<file path="src/rtl/fetch_pkg.sv">
// Shared types and constants for the instruction-fetch stage.
package fetch_pkg;

    localparam int unsigned XLEN    = 64;
    localparam int unsigned INSTR_W = 32;

    localparam logic [XLEN-1:0] DEFAULT_RESET_PC = 64'd0;

    typedef struct packed {
        logic [XLEN-1:0]    pc;
        logic [INSTR_W-1:0] instr;
    } fetch_entry_t;

    function automatic logic [XLEN-1:0] word_align(input logic [XLEN-1:0] addr);
        return {addr[XLEN-1:2], 2'b00};
    endfunction

endpackage

</file>
<file path="src/rtl/fetch_buffer_if.sv">
// Fetch-stage bus: instruction memory read port, redirect input and consumer handshake.
// misalign_err exists only when FETCH_MISALIGN_TRAP_EN is defined.
interface fetch_buffer_if;
    import fetch_pkg::*;

    logic [31:0]        imem_raddress;
    logic [INSTR_W-1:0] imem_dataout;
    logic               redirect_valid;
    logic [XLEN-1:0]    redirect_pc;
    logic               instr_ready;
    logic               instr_valid;
    logic [INSTR_W-1:0] instr_data;
    logic [XLEN-1:0]    instr_pc;
    logic [XLEN-1:0]    fetch_pc;
`ifdef FETCH_MISALIGN_TRAP_EN
    logic               misalign_err;

    modport master (
        output imem_raddress, instr_valid, instr_data, instr_pc, fetch_pc, misalign_err,
        input  imem_dataout, redirect_valid, redirect_pc, instr_ready
    );
    modport slave (
        input  imem_raddress, instr_valid, instr_data, instr_pc, fetch_pc, misalign_err,
        output imem_dataout, redirect_valid, redirect_pc, instr_ready
    );
`else
    modport master (
        output imem_raddress, instr_valid, instr_data, instr_pc, fetch_pc,
        input  imem_dataout, redirect_valid, redirect_pc, instr_ready
    );
    modport slave (
        input  imem_raddress, instr_valid, instr_data, instr_pc, fetch_pc,
        output imem_dataout, redirect_valid, redirect_pc, instr_ready
    );
`endif

endinterface

</file>
<file path="src/rtl/fetch_fifo.sv">
// Prefetch FIFO of (pc, instr) entries with synchronous flush; head reads as zero when empty.
module fetch_fifo
    import fetch_pkg::*;
#(
    parameter int unsigned DEPTH = 2
) (
    input  logic                       clock,
    input  logic                       reset,
    input  logic                       push,
    input  fetch_entry_t               push_entry,
    input  logic                       pop,
    input  logic                       flush,
    output fetch_entry_t               head,
    output logic                       head_valid,
    output logic [$clog2(DEPTH+1)-1:0] count
);
    localparam int unsigned AW = $clog2(DEPTH);

    fetch_entry_t  mem [DEPTH];
    logic [AW-1:0] rd_ptr;
    logic [AW-1:0] wr_ptr;
    logic          do_pop;

    assign head_valid = (count != '0);
    assign do_pop     = pop && head_valid;

    always_ff @(posedge clock or negedge reset) begin
        if (!reset) begin
            rd_ptr <= '0;
            wr_ptr <= '0;
            count  <= '0;
        end else if (flush) begin
            rd_ptr <= '0;
            wr_ptr <= '0;
            count  <= '0;
        end else begin
            if (push)   wr_ptr <= wr_ptr + 1'b1;
            if (do_pop) rd_ptr <= rd_ptr + 1'b1;
            if (push && !do_pop)      count <= count + 1'b1;
            else if (!push && do_pop) count <= count - 1'b1;
        end
    end

    always_ff @(posedge clock) begin
        if (push && !flush) mem[wr_ptr] <= push_entry;
    end

    assign head = head_valid ? mem[rd_ptr] : '0;

endmodule

</file>
<file path="src/rtl/fetch_buffer.sv">
// Instruction-fetch stage: owns the fetch PC, issues 1-cycle synchronous reads, buffers returns.
// Define FETCH_MISALIGN_TRAP_EN to trap misaligned redirect targets instead of aligning them.
module fetch_buffer
    import fetch_pkg::*;
#(
    parameter logic [XLEN-1:0] RESET_PC = DEFAULT_RESET_PC,
    parameter int unsigned     DEPTH    = 2,
    parameter int unsigned     PC_STEP  = 4
) (
    input logic            clock,
    input logic            reset,
    fetch_buffer_if.master bus
);
    localparam int unsigned CW = $clog2(DEPTH+1);

    logic [XLEN-1:0] fpc;
    logic [XLEN-1:0] pc_q;
    logic            inflight;
    logic            pop;
    logic            push;
    logic            req_fire;
    logic            halted;
    logic [CW-1:0]   fifo_count;
    logic [31:0]     occupancy;
    logic [31:0]     capacity;
    fetch_entry_t    head;
    logic            head_valid;

    // The pop term lets a full-throughput stream keep one word buffered and one in flight.
    assign pop       = head_valid & bus.instr_ready;
    assign occupancy = 32'(fifo_count) + 32'(inflight);
    assign capacity  = DEPTH + 32'(pop);
    assign req_fire  = (occupancy < capacity) & ~bus.redirect_valid & ~halted;
    assign push      = inflight & ~bus.redirect_valid;

`ifdef FETCH_MISALIGN_TRAP_EN
    logic misalign_q;
    logic target_bad;

    assign target_bad = (bus.redirect_pc[1:0] != 2'b00);

    always_ff @(posedge clock or negedge reset) begin
        if (!reset) begin
            misalign_q <= 1'b0;
            halted     <= 1'b0;
        end else if (bus.redirect_valid) begin
            halted <= target_bad;
            if (target_bad) misalign_q <= 1'b1;
        end
    end

    assign bus.misalign_err = misalign_q;
`else
    assign halted = 1'b0;
`endif

    always_ff @(posedge clock or negedge reset) begin
        if (!reset) begin
            fpc      <= RESET_PC;
            pc_q     <= '0;
            inflight <= 1'b0;
        end else begin
            inflight <= req_fire;
            if (bus.redirect_valid) begin
                fpc <= word_align(bus.redirect_pc);
            end else if (req_fire) begin
                pc_q <= fpc;
                fpc  <= fpc + XLEN'(PC_STEP);
            end
        end
    end

    fetch_fifo #(
        .DEPTH (DEPTH)
    ) u_fifo (
        .clock      (clock),
        .reset      (reset),
        .push       (push),
        .push_entry ('{pc: pc_q, instr: bus.imem_dataout}),
        .pop        (pop),
        .flush      (bus.redirect_valid),
        .head       (head),
        .head_valid (head_valid),
        .count      (fifo_count)
    );

    assign bus.imem_raddress = fpc[31:0];
    assign bus.fetch_pc      = fpc;
    assign bus.instr_valid   = head_valid;
    assign bus.instr_data    = head.instr;
    assign bus.instr_pc      = head.pc;

endmodule
</file>
<file path="src/flat_wrapper.sv">
// flat-port wrapper written by rule: the top's interface ports become plain ports
module fetch_buffer_flat import fetch_pkg::*;
#(
    parameter logic [XLEN-1:0] RESET_PC = DEFAULT_RESET_PC,
    parameter int unsigned     DEPTH    = 2,
    parameter int unsigned     PC_STEP  = 4
)
  (clock, reset, bus_imem_raddress, bus_instr_valid, bus_instr_data, bus_instr_pc, bus_fetch_pc, bus_imem_dataout, bus_redirect_valid, bus_redirect_pc, bus_instr_ready);
  fetch_buffer_if bus_i ();
  input logic clock;
  input logic reset;
  output wire logic [$bits(bus_i.imem_raddress)-1:0] bus_imem_raddress;
  output wire logic [$bits(bus_i.instr_valid)-1:0] bus_instr_valid;
  output wire logic [$bits(bus_i.instr_data)-1:0] bus_instr_data;
  output wire logic [$bits(bus_i.instr_pc)-1:0] bus_instr_pc;
  output wire logic [$bits(bus_i.fetch_pc)-1:0] bus_fetch_pc;
  input wire logic [$bits(bus_i.imem_dataout)-1:0] bus_imem_dataout;
  input wire logic [$bits(bus_i.redirect_valid)-1:0] bus_redirect_valid;
  input wire logic [$bits(bus_i.redirect_pc)-1:0] bus_redirect_pc;
  input wire logic [$bits(bus_i.instr_ready)-1:0] bus_instr_ready;
  assign bus_imem_raddress = bus_i.imem_raddress;
  assign bus_instr_valid = bus_i.instr_valid;
  assign bus_instr_data = bus_i.instr_data;
  assign bus_instr_pc = bus_i.instr_pc;
  assign bus_fetch_pc = bus_i.fetch_pc;
  assign bus_i.imem_dataout = bus_imem_dataout;
  assign bus_i.redirect_valid = bus_redirect_valid;
  assign bus_i.redirect_pc = bus_redirect_pc;
  assign bus_i.instr_ready = bus_instr_ready;
  fetch_buffer #(.RESET_PC(RESET_PC), .DEPTH(DEPTH), .PC_STEP(PC_STEP)) u_core (.clock(clock), .reset(reset), .bus(bus_i));
endmodule
</file>
<file path="config.mk">
export PLATFORM = sky130hd
export DESIGN_NAME = fetch_buffer_flat
export DESIGN_NICKNAME = d
export VERILOG_FILES = /design/src/rtl/fetch_pkg.sv /design/src/rtl/fetch_buffer_if.sv /design/src/rtl/fetch_fifo.sv /design/src/rtl/fetch_buffer.sv /design/src/flat_wrapper.sv
export SDC_FILE = /design/constraint.sdc
export NUM_CORES = 1
export LEC_CHECK = 0
export ABC_AREA = 1
export BUFFER_PORTS_ARGS = -buffer_cell sky130_fd_sc_hd__buf_2
export CORE_ASPECT_RATIO = 0.75
export CORE_MARGIN = 2
export CORE_UTILIZATION = 56
export DETAILED_ROUTE_END_ITERATION = 10
export PLACE_DENSITY = 0.8
export RECOVER_POWER = 100
export SYNTH_ARGS = -nofsm -noshare
export SYNTH_HDL_FRONTEND = slang
export SYNTH_SLANG_ARGS = --single-unit
</file>
<file path="constraint.sdc">
create_clock -name clock -period 6.2 [get_ports clock]
set_clock_uncertainty 0.05 [all_clocks]
set_input_delay 0.31 -clock clock [delete_from_list [all_inputs] [get_ports clock]]
set_output_delay 0.31 -clock clock [all_outputs]
set_load 0.01 [all_outputs]
</file>
**Yosys cells after proc, flatten, opt, wreduce, memory -nomap -nowiden**

Memories as Yosys holds them, arrays and structs flattened.
Cells that the tools add are included.
W data, S select, Z words.

- Bits of input ports: 100
- Memory bits (writable): 192
- Output and inout port bits: 193
- Memories: 1
- Register bits: 133
- Logic and storage cells: 44

- Order comparisons: 1
- Muxes and demuxes: 12
- Add/sub/neg operators: 7
- Bitwise gates (word level): 4
- Reduce and logical (&&, ||, !) cells: 13

Memories:

| name | depth | bits a word | read ports | clocked after Yosys merged registers in | write ports | line | RTL |
|---|---|---|---|---|---|---|---|
| u_core.u_fifo.mem | 2 | 96 | 1 | 0 | 1 | fetch_fifo.sv:19 | `fetch_entry_t mem [DEPTH];` |

Operators by type and width:

| kind | number |
|---|---|
| $mux W64 | 2 |
| $mux W96 | 1 |
| $add A64 B3 Y64 const B | 1 |
| $lt A32 B32 Y1 | 1 |
| $reduce_bool A2 Y1 | 4 |
| $mux W1 | 6 |
| $mux W2 | 3 |
| $logic_and A1 B1 Y1 | 4 |
| $add A2 B1 Y3 | 1 |
| $add A2 B1 Y3 const A | 1 |
| $and A1 B1 Y1 | 3 |
| $logic_not A1 Y1 | 3 |
| $reduce_bool A3 Y1 | 1 |
| $add A1 B1 Y1 const B | 2 |
| $add A2 B1 Y2 const B | 1 |
| $reduce_and A2 Y1 | 1 |
| $sub A2 B1 Y2 const B | 1 |
| $not A1 Y1 | 1 |

**Longest topological paths before layout**

- Word-level depth: 7
- Gate-level depth with buffers: 11
- Mapped depth without buffers: 11

**Modules after synthesis**

From an unflattened synthesis, not the netlist that was laid out.

- Cell total of the unflattened synthesis: 1612
- Area, all modules: 15099.5 µm²

By module, submodules not included:

| module | cells each | area an instance (µm²) | seq. area each (µm²) | instances |
|---|---|---|---|---|
| fetch_fifo | 545 | 7558.5 | 5865.6 | 1 |
| fetch_buffer | 1067 | 7541.0 | 3128.0 | 1 |

**Worst setup path after synthesis**

OpenSTA, ideal clock, no wires.

- Path type: in2reg
- Start point: input bus_redirect_valid
- End point: memory u_core.u_fifo.mem[0][0] (netlist name), enable pin
- Path buffers: 1
- Stages: 4
- Data required time: 5.602 ns
- Setup time: 0.548 ns
- Setup slack: 1.010 ns
- Arrival time: 4.592 ns
- Cells stage by stage: buf_2 > nor2_1 > inv_1 > nor2_1

- Longest elaborated chain between the ends: 5
- Elaborated cells between the ends (all ways): 6
- Classes of those cells: mux: 2; bitwise: 2; reduce/logical: 2

RTL lines:

| element | line | RTL |
|---|---|---|
| from (decl) | flat_wrapper.sv:18 | `input wire logic [$bits(bus_i.redirect_valid)-1:0] bus_redirect_valid;` |
| $not A1 Y1 (no source line) | n/a |  |
| $and A1 B1 Y1 | fetch_buffer.sv:34 | `assign push = inflight & ~bus.redirect_valid;` |
| $logic_and A1 B1 Y1 * | fetch_fifo.sv:45 | `if (push && !flush) mem[wr_ptr] <= push_entry;` |
| $mux W1 * | fetch_fifo.sv:45 |  |
| $mux W1 (not written as such) * | fetch_fifo.sv:45 |  |
| to (decl) | fetch_fifo.sv:19 |  |

Every way passes the cells marked *; elsewhere a longest branch is shown, timed or not.

**Worst setup path in the final report**

- Start point: register u_core.u_fifo.count[0]
- End point: output bus_instr_pc[30]

- Longest elaborated chain between the ends: 2

RTL lines:

| element | line | RTL |
|---|---|---|
| from (decl) | fetch_fifo.sv:15 | `output logic [$clog2(DEPTH+1)-1:0] count` |
| from (signal assigned) | fetch_fifo.sv:39 | `if (push && !do_pop) count <= count + 1'b1;` |
| from (signal assigned) | fetch_fifo.sv:40 | `else if (!push && do_pop) count <= count - 1'b1;` |
| $reduce_bool A2 Y1 | fetch_fifo.sv:24 | `assign head_valid = (count != '0);` |
| $mux W96 | fetch_fifo.sv:48 | `assign head = head_valid ? mem[rd_ptr] : '0;` |
| to (decl) | flat_wrapper.sv:15 | `output wire logic [$bits(bus_i.instr_pc)-1:0] bus_instr_pc;` |

No other way between the ends.

==> metrics.md <==
| Metric | Value |
|---|---|
| Unrepaired setup endpoints after global routing | `false` |
| Outcome | `finished, violations left` |
| Overflow after GRT | `0` |
| Routed Antenna Nets | `0` |
| CTS Buffer Depth | `3` |
| Final setup viols | `0` |
| Clock transition at path regs | `0.06 ns` |
| Gr usage total | `28.9%` |
| Ratio of final minimum period to clock period | `71.6%` |
| Failing checks | `capacitance limit, slew limit` |
| Initial core utilization | `57.1%` |
| Vias | `12403` |
| Num CTS Buffers | `31` |
| Crit path max fanout | `54` |
| Hold wc startpoint | `bus_redirect_pc[61]` |
| Area Overhead vs Synth | `18.7%` |
| IO buf count | `284` |
| Startpoint Class | `flip-flop` |
| Max Slew Vio Count | `367` |
| Die Ht | `145 um` |
| WP data arrival | `4.08 ns` |
| Vias in the first global route | `11667` |
| Mapped Cells | `1653` |
| Minimum clock period | `4.44 ns` |
| FFs w/ async S/R, synth | `40.7%` |
| RR Startpoint | `u_core.inflight` |
| Via density | `5.36` |
| Mapped Area | `14800 um^2` |
| CTS sink count | `317` |
| Register area share after synthesis | `59.8%` |
| Register bit total from synthesis | `317` |
| Yosys cell types | `30` |
| Root buffer cell | `clkbuf_16` |
| Top_reg_cell synth | `edfxtp_1` |
| Avg WL per Cell | `17.7 um` |
| Non-Filler Instances | `2313` |
| Cell Rows | `51` |
| Worst min-delay path class | `primary input to flip-flop` |
| Fin. Hold Viols | `0` |
| Total of max-cap violations | `7` |
| Yosys warns | `0` |
| Flop-to-flop setup slack | `1.93 ns` |
| Die area | `27800 um^2` |
| # IOs | `293` |
| Syn_area_per_cell | `8.97 um^2` |
| Worst skew pair latency | `0.56 ns` |
| Setup TNS | `0 ns` |
| Post-placement cell area | `16200 um^2` |
| DRC | `0` |
| Routed WL | `40800 um` |
| Setup crit start | `u_core.u_fifo.count[0]` |
| # Post-CTS Setup Buffers | `0` |
| Post_cts resized | `0` |
| Global-route wire length before repair | `62700 um` |
| Peak supply drop | `0.246 mV` |
| Share of cells above drive strength 1 | `8.54%` |
| DRC marker count from the first detailed-route iteration | `947` |
| Crit path kind | `flip-flop to output port` |
| Worst-Margin Slew | `3.38 ns` |
| Die width | `192 um` |
| Initial antenna violation count | `1` |
| Post-synth EDFFs | `188` |
| Hold-fix buffers, CTS | `63` |
| DR pass1 iterations | `6` |
| CTS tree | `done` |
| DPL Wire Length | `27700 um` |
| Core Box Area | `26000 um^2` |
| Largest net degree at the start of global routing | `77` |
| WP data required | `5.84 ns` |
| Dpl cells | `2191` |
| Max Fclk | `0.225 GHz` |
| Fill count | `2175` |
| Htree depth | `1` |
| Final Cell Area | `17600 um^2` |
| Pleak | `7.25 nW` |
| Power Density | `348 nW/um^2` |
| Crit end category | `output port` |
| Final GP Congestion | `0.945` |
| Number of nets in the layout | `2046` |
| Slew margin rel. | `-125%` |
## state kept, by name (all words and copies together), names as in the netlist
name,cells
u_core.inflight,1
u_core.bus.fetch_pc,62
u_core.u_fifo.rd_ptr,1
u_core.u_fifo.mem,188
u_core.u_fifo.count,2
u_core.u_fifo.wr_ptr,1
u_core.pc_q,62
## power by group
part	leakage, nW	total (mW)	switching [mW]	internal (mW)
combinational	3.41	1.25	0.868	0.385
sequential	3.33	2.95	0.307	2.64
clock	0.512	1.91	0.785	1.13
## worst max-delay path, stage by stage, from the launching register on
cell and delay [ns]:
dfrtp_1 0.40, inv_2 0.06, nand2_1 0.15, clkinvlp_2 1.52, buf_4 0.86, a21oi_1 0.19
clkbuf_1 0.29
## path summary, 6_finish.rpt
kind                       depth (start not counted)                       end
max                                                6          bus_instr_pc[30]
max reg2reg                                        6  u_core.u_fifo.mem[0][76]
min                                                4   u_core.bus.fetch_pc[61]
max in group asynchronous                          2      u_core.u_fifo.rd_ptr
min reg2reg                                        0  u_core.u_fifo.mem[1][38]
min in group asynchronous                          2   u_core.bus.fetch_pc[46]
## layout make-up
type / instances / area [um^2] / area share [%]
timing repair buffer: 358 / 1860 / 10.6
tap: 344 / 430 / 2.44
clock buffer: 45 / 900 / 5.11
clock inverter: 13 / 146 / 0.832
multi-input combinational: 1112 / 4930 / 28.0
sequential: 317 / 8880 / 50.4
inverter: 123 / 463 / 2.63
antenna: 1 / 2.50 / 0.0142
## cell families after synthesis
logic type	synth area share, %
flops	59.8
other cells	0.0253
xor+xnor	1.71
simple gates	24.8
compound gates	6.33
fa+ha+maj	0.253
buf+inv	7.07
## metrics by stage
| stage | worst slack [ns] | power (mW) | utilization (%) | hold WS (ns) |
|---|---|---|---|---|
| floorplan | 1.01 | 3.72 | - | -0.0356 |
| global placement | 2.80 | 4.19 | 62.5 | 0.276 |
| detailed placement | 2.75 | 4.24 | 62.5 | 0.270 |
| CTS | 2.66 | 6.18 | 69.0 | 0.000813 |
| global route | 1.43 | 6.42 | 67.8 | 0.0275 |
| finish | 1.76 | 6.12 | 67.8 | 0.0140 |
## cells in the final DEF, fill, tap and decap left out, drive strengths merged
| cell | n |
|---|---|
| nand2 | 621 |
| clkbuf | 259 |
| edfxtp | 188 |
| nor2 | 160 |
| dfrtp | 129 |
| inv | 124 |
| a21oi | 96 |
| o21ai | 86 |
| buf | 81 |
| nand3 | 80 |
| dlygate4sd3 | 63 |
| xor2 | 21 |
| nand4 | 19 |
| xnor2 | 8 |
| nand3b | 7 |
| clkinv | 7 |
| conb | 6 |
| o211ai | 3 |
| ha | 3 |
| bufinv | 3 |
| clkinvlp | 2 |
| diode | 1 |
| and2 | 1 |
| a31oi | 1 |
## metal layers
layer / vias up / GRT usage, % / part of all wire, %
met5: - / 0 / 0
met4: 0 / 8.54 / 3.4
met3: 93 / 5.18 / 9.5
met2: 609 / 43.8 / 44
met1: 5810 / 42.9 / 43
li1: 5891 / - / -
## Yosys cell counts, drive strengths merged (7+ instances only)
library cell,count,area (um^2)
o21ai,86,430
nand2,621,2380
xnor2,8,70.1
nand4,19,119
clkbuf,35,131
buf,71,455
nand3,80,433
nand3b,7,52.6
nor2,160,691
edfxtp,188,5650
inv,123,462
a21oi,96,480
dfrtp,129,3230
xor2,21,184
Power figures use the tool's default switching activity.
